File: src/rtl/adam_axil_apb_bridge_tmo.sv
// AXI-Lite slave to multi-port APB4 master bridge: runtime address-map decode, DECERR on
// unmapped addresses, PREADY timeout answered with SLVERR, alternating read/write priority.
module adam_axil_apb_bridge_tmo #(
  parameter int ADDR_WIDTH     = 32,
  parameter int DATA_WIDTH     = 32,
  parameter int NO_APBS        = 8,
  parameter int TIMEOUT_CYCLES = 256,
  parameter int IDX_WIDTH      = ($clog2(NO_APBS) > 0) ? $clog2(NO_APBS) : 1,
  localparam int STRB_WIDTH    = DATA_WIDTH / 8
) (
  input  logic                          clk,
  input  logic                          rst,
  input  logic                          pause_req,
  output logic                          pause_ack,
  input  logic [ADDR_WIDTH-1:0]         aw_addr,
  input  logic [2:0]                    aw_prot,
  input  logic                          aw_valid,
  output logic                          aw_ready,
  input  logic [DATA_WIDTH-1:0]         w_data,
  input  logic [STRB_WIDTH-1:0]         w_strb,
  input  logic                          w_valid,
  output logic                          w_ready,
  output logic [1:0]                    b_resp,
  output logic                          b_valid,
  input  logic                          b_ready,
  input  logic [ADDR_WIDTH-1:0]         ar_addr,
  input  logic [2:0]                    ar_prot,
  input  logic                          ar_valid,
  output logic                          ar_ready,
  output logic [DATA_WIDTH-1:0]         r_data,
  output logic [1:0]                    r_resp,
  output logic                          r_valid,
  input  logic                          r_ready,
  output logic [ADDR_WIDTH-1:0]         paddr,
  output logic [2:0]                    pprot,
  output logic                          pwrite,
  output logic [DATA_WIDTH-1:0]         pwdata,
  output logic [STRB_WIDTH-1:0]         pstrb,
  output logic                          penable,
  output logic [NO_APBS-1:0]            psel,
  input  logic [NO_APBS-1:0]            pready,
  input  logic [NO_APBS-1:0]            pslverr,
  input  logic [NO_APBS*DATA_WIDTH-1:0] prdata,
  input  logic [NO_APBS*ADDR_WIDTH-1:0] map_start,
  input  logic [NO_APBS*ADDR_WIDTH-1:0] map_end
);

  localparam int TW = (TIMEOUT_CYCLES > 1) ? $clog2(TIMEOUT_CYCLES) : 1;
  localparam logic [TW-1:0] TMO_LAST = TW'((TIMEOUT_CYCLES > 0) ? TIMEOUT_CYCLES - 1 : 0);

  typedef enum logic [2:0] {S_IDLE, S_SETUP, S_ACCESS, S_RESP, S_PAUSED} state_t;

  state_t                  state, state_nx;
  logic                    prio_wr, is_write;
  logic [ADDR_WIDTH-1:0]   addr_q;
  logic [2:0]              prot_q;
  logic [DATA_WIDTH-1:0]   wdata_q, rdata_q;
  logic [STRB_WIDTH-1:0]   strb_q;
  logic [IDX_WIDTH-1:0]    idx_q;
  logic [1:0]              resp_q;
  logic [TW-1:0]           tmo_cnt;

  logic                    wr_cand, rd_cand, pick_wr, accept, tmo_hit;
  logic [ADDR_WIDTH-1:0]   req_addr;
  logic                    hit;
  logic [IDX_WIDTH-1:0]    hit_idx;
  logic                    pready_sel, pslverr_sel;
  logic [DATA_WIDTH-1:0]   prdata_sel;

  assign wr_cand  = aw_valid && w_valid;
  assign rd_cand  = ar_valid;
  assign pick_wr  = wr_cand && (!rd_cand || prio_wr);
  assign req_addr = pick_wr ? aw_addr : ar_addr;
  // rst gates the accept so the readies read 0 while reset is held
  assign accept   = rst && (state == S_IDLE) && !pause_req && (wr_cand || rd_cand);

  // Descending scan so the lowest matching port wins
  always_comb begin
    hit     = 1'b0;
    hit_idx = '0;
    for (int i = NO_APBS - 1; i >= 0; i--) begin
      if (req_addr >= map_start[i*ADDR_WIDTH +: ADDR_WIDTH] &&
          req_addr <  map_end[i*ADDR_WIDTH +: ADDR_WIDTH]) begin
        hit     = 1'b1;
        hit_idx = IDX_WIDTH'(i);
      end
    end
  end

  assign pready_sel  = pready[idx_q];
  assign pslverr_sel = pslverr[idx_q];
  assign prdata_sel  = prdata[int'(idx_q)*DATA_WIDTH +: DATA_WIDTH];

  always_comb begin
    state_nx = state;
    tmo_hit  = 1'b0;
    aw_ready = accept && pick_wr;
    w_ready  = accept && pick_wr;
    ar_ready = accept && !pick_wr;
    case (state)
      S_IDLE: begin
        if (pause_req)   state_nx = S_PAUSED;
        else if (accept) state_nx = hit ? S_SETUP : S_RESP;
      end
      S_SETUP:  state_nx = S_ACCESS;
      S_ACCESS: begin
        if (pready_sel) begin
          state_nx = S_RESP;
        end else if (TIMEOUT_CYCLES != 0 && tmo_cnt == TMO_LAST) begin
          tmo_hit  = 1'b1;
          state_nx = S_RESP;
        end
      end
      S_RESP: begin
        if ((is_write && b_ready) || (!is_write && r_ready))
          state_nx = pause_req ? S_PAUSED : S_IDLE;
      end
      S_PAUSED: if (!pause_req) state_nx = S_IDLE;
      default:  state_nx = S_IDLE;
    endcase
  end

  always_ff @(posedge clk or negedge rst) begin
    if (!rst) begin
      state    <= S_IDLE;
      prio_wr  <= 1'b1;
      is_write <= 1'b0;
      addr_q   <= '0;
      prot_q   <= '0;
      wdata_q  <= '0;
      strb_q   <= '0;
      idx_q    <= '0;
      resp_q   <= '0;
      rdata_q  <= '0;
      tmo_cnt  <= '0;
    end else begin
      state <= state_nx;
      case (state)
        S_IDLE: begin
          if (accept) begin
            prio_wr  <= !pick_wr;
            is_write <= pick_wr;
            addr_q   <= req_addr;
            prot_q   <= pick_wr ? aw_prot : ar_prot;
            wdata_q  <= pick_wr ? w_data : '0;
            strb_q   <= pick_wr ? w_strb : '0;
            idx_q    <= hit_idx;
            resp_q   <= hit ? 2'b00 : 2'b11;
            rdata_q  <= '0;
          end
        end
        S_SETUP: tmo_cnt <= '0;
        S_ACCESS: begin
          if (pready_sel) begin
            resp_q  <= pslverr_sel ? 2'b10 : 2'b00;
            rdata_q <= is_write ? '0 : prdata_sel;
          end else begin
            tmo_cnt <= tmo_cnt + 1'b1;
            if (tmo_hit) begin
              resp_q  <= 2'b10;
              rdata_q <= '0;
            end
          end
        end
        default: ;
      endcase
    end
  end

  always_comb begin
    psel = '0;
    for (int i = 0; i < NO_APBS; i++)
      psel[i] = (state == S_SETUP || state == S_ACCESS) && (idx_q == IDX_WIDTH'(i));
  end

  assign penable   = (state == S_ACCESS);
  assign paddr     = addr_q;
  assign pprot     = prot_q;
  assign pwrite    = is_write;
  assign pwdata    = wdata_q;
  assign pstrb     = strb_q;
  assign b_valid   = (state == S_RESP) && is_write;
  assign r_valid   = (state == S_RESP) && !is_write;
  assign b_resp    = resp_q;
  assign r_resp    = resp_q;
  assign r_data    = rdata_q;
  assign pause_ack = (state == S_PAUSED);

endmodule

File: config.mk
export PLATFORM = sky130hd
export DESIGN_NAME = adam_axil_apb_bridge_tmo
export DESIGN_NICKNAME = d
export VERILOG_FILES = /design/src/rtl/adam_axil_apb_bridge_tmo.sv
export SDC_FILE = /design/constraint.sdc
export NUM_CORES = 1
export LEC_CHECK = 0
export CORE_AREA = 3 3 395 397
export DETAILED_ROUTE_END_ITERATION = 16
export DIE_AREA = 0 0 398 400
export SLEW_MARGIN = 20
export SYNTH_ARGS = -nofsm -noshare
export SYNTH_HDL_FRONTEND = slang
export SYNTH_SLANG_ARGS = --single-unit
File: constraint.sdc
create_clock -name clk -period 4.63 [get_ports clk]
set_input_delay 0.463 -clock clk [delete_from_list [all_inputs] [get_ports clk]]
set_output_delay 0.463 -clock clk [all_outputs]
set_load 0.05 [all_outputs]
; ---- Word-level counts from Yosys, hierarchy flattened
; Cells that the tools add are included.
[classes]
addsub = 1
order_cmp = 17
eq_ne = 19
n_shift = 1
mux = 49
reduce_logical = 43
[ops]
columns = operator, count
row1 = $ge 32x32->1, 8
row2 = $lt 32x32->1, 8
row3 = $shiftx 256x9->32, 1
row4 = $mux 32, 6
row5 = $pmux 32 s2, 1
row6 = $mux 3, 16
row7 = $logic_and 1x1->1, 27
row8 = $pmux 8 s2, 1
row9 = $eq 3x3->1 const B, 5
row10 = $pmux 3 s5, 1
row11 = $mux 1, 13
row12 = $eq 3x2->1 const B, 4
row13 = $mux 2, 6
row14 = $add 8x1->8 const B, 1
row15 = $eq 8x8->1 const B, 1
row16 = $mux 8, 1
row17 = $ne 2x2->1 const B, 4
row18 = $bmux 1 s3, 2
row19 = $eq 3x1->1 const B, 2
row20 = $logic_not 3->1, 2
row21 = $ne 3x1->1 const B, 2
row22 = $logic_not 1->1, 4
row23 = $logic_or 1x1->1, 4
row24 = $lt 3x4->1 const B, 1
row25 = 7 further kinds, 9
[word_totals]
regBits = 121
inputBits = 898
output_inout_bits = 123
elab_cells = 141

; ---- Logic depth before layout (Yosys ltp)
[depth]
depth_word = 18
mapped_depth = 14
depth_no_buf = 13

; ---- Worst setup path after synthesis
; OpenSTA, ideal clock, no wires.
[synth_path]
path_kind = flip-flop to flip-flop
start = register prio_wr
end = register state[1]
setup_ns = 0.087
arrival_ns = 4.083
t_required_ns = 4.543
setup_slack_ns = 0.460
path_stages_with_launch = 15
path_buffers = 1
synth_period_minus_slack_ns = 4.170
path_cell_list = dfstp_2 -> and2b_1 -> nor2_2 -> clkbuf_1 -> mux2_2 -> ha_1 -> a21o_1 -> a2111oi_2 -> a2111oi_1 -> nor2b_1 -> a311oi_1 -> nor4_1 -> or2_1 -> or4_4 -> a211oi_2
[synth_between]
elab_chain_cells = 17
[synth_lines]
columns = item, line_no
row1 = from (decl), 54  ; logic prio_wr, is_write;
row2 = from (signal assigned), 141  ; prio_wr <= !pick_wr;
row3 = $logic_or 1x1->1 (*), 72  ; assign pick_wr = wr_cand && (!rd_cand || prio_wr);
row4 = $logic_and 1x1->1 (*), 72
row5 = $mux 32 (*), 73  ; assign req_addr = pick_wr ? aw_addr : ar_addr;
row6 = named net req_addr[14], 64  ; logic [ADDR_WIDTH-1:0] req_addr;
row7 = $ge 32x32->1 or $lt 32x32->1 (tied branches), "82, 83"
row8 = $logic_and 1x1->1, 82  ; if (req_addr >= map_start[i*ADDR_WIDTH +: ADDR_WIDTH] &&
row9 = $mux 1 (7 in series), 82
row10 = $mux 1 (*), 82
row11 = $mux 2 (*), 103  ; else if (accept) state_nx = hit ? S_SETUP : S_RESP;
row12 = $mux 3 (*), 103
row13 = $mux 3 (*), 102  ; if (pause_req) state_nx = S_PAUSED;
row14 = $pmux 3 s5 (*), 100  ; case (state)
row15 = to (signal assigned), 137  ; state <= state_nx;
row16 = to (decl), 53  ; state_t state, state_nx;
; Mark *: on every way through the listed nets, which the timed path passes. The rest lies on a longest branch. The select of a mux whose other input is x is not followed.
; A chain may end at the register's enable or synchronous reset.

; ---- Worst setup path in the final report
; Same ends and word-level chain as after synthesis.

==> flow_summary.toml <==
[global_routing]
globalRouteMet3Util = 0.0525
grt_pass1_wl_mm = 192
grt_busiest_layer = "met2"
grt_overflow_total = 0
grt_max_degree = 67
antenna_found_initial = 61
grt_util_all_layers = 0.174
grtUsageMet1 = 0.234
met2_usage = 0.271
first_global_vias = 23900

[sta]
fmax_mhz = 213
rsz0062_at_grt = "true"
fin_crit_sh = 1.01
finalCriticalPeriod_ns = 4.70
tightest_slew_ns = 0.924
layout_setup_ws_ns = -0.0656
finClkSkew_ns = 0.0347
drv_slew = 0
slew_headroom = 0.384
hold_viol_final = 0
finalSetupViolCount = 2

[status]
status = "finished, violations left"
violations = "negative setup slack"

[route]
routed_via_density = 4.11
wl_per_cell_um = 25.8
wirelength_mm = 148
firstDrtPassIters = 7
drt_iter0_markers = 1465
ant_nets = 0
routed-via-count = 23500
drc = 0

[worst_setup_path]
reg2reg_depth = 19
r2r-end = "state[1]$_DFFE_PN0P_"
required_ns = 4.97
rrSetupSlack_ns = -0.07
end_kind = "register"
crit_type = "register to register"
r2r-start = "prio_wr$_DFFE_PN1P_"
cp.arrival_ns = 5.04
cp_max_fo = 13
cp-start-kind = "register"

[pwr]
p_seq_frac = 0.166
ir_drop_mv = 0.275
power.leakage_nw = 17.1
p_sw_frac = 0.495
pwr-share-comb = 0.704
power_w = 0.0109
p_int_w = 0.00549
p_per_area_mw_per_mm2 = 304
power_frac_clock = 0.129
power_switching_w = 0.00538

[hold_path]
hp-start = "paddr[25]$_DFFE_PN0P_"
hp-class = "register to register"
whs_path_depth = 2
hold_path_end = "paddr[25]$_DFFE_PN0P_"

[floorplanning]
dieArea_mm2 = 0.159
die_x_um = 398
initial_core_util = 0.129
coreArea_mm2 = 0.152
rows = 143
boundaryPins = 1021
die_y_um = 400

[logic_synthesis]
ys_warn_count = 0
syn-cell-area_mm2 = 0.0197
syn_inst = 2384
synth-edff-count = 0
ys.flop_type = "dfrtp_1"
netlist.area_leader.share = 0.321
yosysSeqAreaShare = 0.154
ys_top_cells_by_area = "ha_1 (32%), dfrtp_1 (15%), inv_1 (9.9%)"
ys_async_sr_fraction = 1.00
synth_seq_cells = 121
synth_top_area_cell = "ha_1"
syn_avg_cell_area_um2 = 8.25
syn_nets = 3787
ys_types = 72

[cts]
cts_tree = "built"
cts-root-buf = "clkbuf_16"
htree_levels = 4
cts.sinks = 121
clk_pin_slew_ns = 0.08
cts_max_path_buffers = 2
cts_made_buffers = 17
clock_latency_ns = 0.46

[layout]
nFillCells = 16600
drive_gt1_frac = 0.127
area_growth_pct = 81.7
fin_nets = 5060
final_common_cell = "clkdlybuf4s50_1"
multiInputGateArea_mm2 = 0.0148
final_area_mm2 = 0.0358
ff_latch_area_mm2 = 0.00304
layout_common_cells = "clkdlybuf4s50_1 (1016), inv_1 (519), ha_1 (504), buf_4 (245), nand2_1 (224)"

[place]
hpwl_mm = 133
port_buffers = 1020
routabilityCongestion = 0.946
placed_area_mm2 = 0.0347

[run]
cap_violations = 0
## what timing repair did
action	in CTS	in global routing
hold buffers	1	0
setup buffers	4	5
setup endpoints to repair	6	6
gates resized for setup	29	49
gates cloned	0	1
pin swaps	8	9
hold endpoints to repair	27	0
## metal layers
metal	wire length, um	up-vias
met5	187	-
met4	4100	30
met3	11900	173
met2	64700	962
met1	66800	11300
li1	-	11100
## worst max path at each step
stage / startpoint / endpoint / slack, ns
final: prio_wr$_DFFE_PN1P_ / state[1]$_DFFE_PN0P_ / -0.07
after global routing: prio_wr$_DFFE_PN1P_ / state[1]$_DFFE_PN0P_ / -0.26
after CTS: prio_wr$_DFFE_PN1P_ / idx_q[2]$_DFFE_PN0P_ / -0.15
after detailed placement: w_valid / state[1]$_DFFE_PN0P_ / -1.73
after global placement: w_valid / state[1]$_DFFE_PN0P_ / -2.13
after floorplan: prio_wr$_DFFE_PN1P_ / state[1]$_DFFE_PN0P_ / 0.46
## critical path: stages (launching register included)
cell	delay [ns]
dfstp_2	0.55
and2b_1	0.21
nor2_4	0.12
buf_4	0.13
buf_12	0.14
mux2_2	0.37
buf_12	0.16
buf_12	0.15
ha_1	0.20
a21o_1	0.18
a2111oi_2	0.38
a2111oi_1	0.10
buf_4	0.15
nor2b_1	0.13
a311oi_2	0.25
buf_4	0.17
nor4_4	0.06
or2_1	0.28
or4_4	0.58
a211oi_2	0.23
## sequential cells by signal (all words and copies together) (netlist names)
| signal | count |
|---|---|
| pwdata | 32 |
| state | 3 |
| pwrite | 1 |
| pprot | 3 |
| b_resp | 2 |
| paddr | 32 |
| tmo_cnt | 8 |
| idx_q | 3 |
| pstrb | 4 |
| prio_wr | 1 |
| r_data | 32 |
## kinds of logic (layout without fill, tap and decap cells)
group	Yosys count	after routing	synth area share
simple gates	514	514	0.125
buf+inv	568	1854	0.109
flops	121	121	0.154
other cells	0	20	0
fa+ha+maj	505	505	0.321
xor+xnor	4	4	0.00178
mux	135	135	0.114
compound gates	537	537	0.176
## synthesized netlist by cell type, types with 18 or more instances
library cell / number
a211oi_1: 35
a21o_1: 83
a21oi_1: 161
a22o_1: 38
clkbuf_1: 32
dfrtp_1: 120
ha_1: 505
inv_1: 519
mux2_2: 32
mux2i_1: 35
mux4_2: 68
nand2_1: 226
nand3_1: 45
nand4_1: 74
nor2_1: 75
nor3_1: 18
o21ai_0: 120
## per-stage QoR
step	hold slack [ns]	util	setup slack (ns)	cells	setup TNS, ns
finish	0.475	0.235	-0.0656	5720	-0.112
global placement	0.381	0.228	-2.13	5657	-11.14
floorplan	0.167	-	0.460	2384	0
global route	0.469	0.235	-0.264	5707	-0.755
CTS	0.465	0.233	-0.146	5694	-0.334
detailed placement	0.385	0.228	-1.73	5657	-8.73
## power by group through the flow
stage	Combinational (W)	Sequential, W	Clock [W]
3_3_place_gp	0.00752	0.00181	0
5_1_grt	0.00822	0.00185	0.00151
2_1_floorplan	0.00278	0.00293	0
4_1_cts	0.00766	0.00181	0.00146
6_report	0.00765	0.00181	0.00140
3_5_place_dp	0.00758	0.00181	0
## area by class of cell
cell class | count | share of cell area
Multi-Input combinational cell | 1695 | 0.415
Timing Repair Buffer | 1303 | 0.357
Sequential cell | 121 | 0.0849
Tap cell | 2030 | 0.0710
Inverter | 519 | 0.0545
Clock buffer | 19 | 0.0124
Clock inverter | 13 | 0.00378
Antenna cell | 20 | 0.00140
Power figures use the tool's default switching activity.
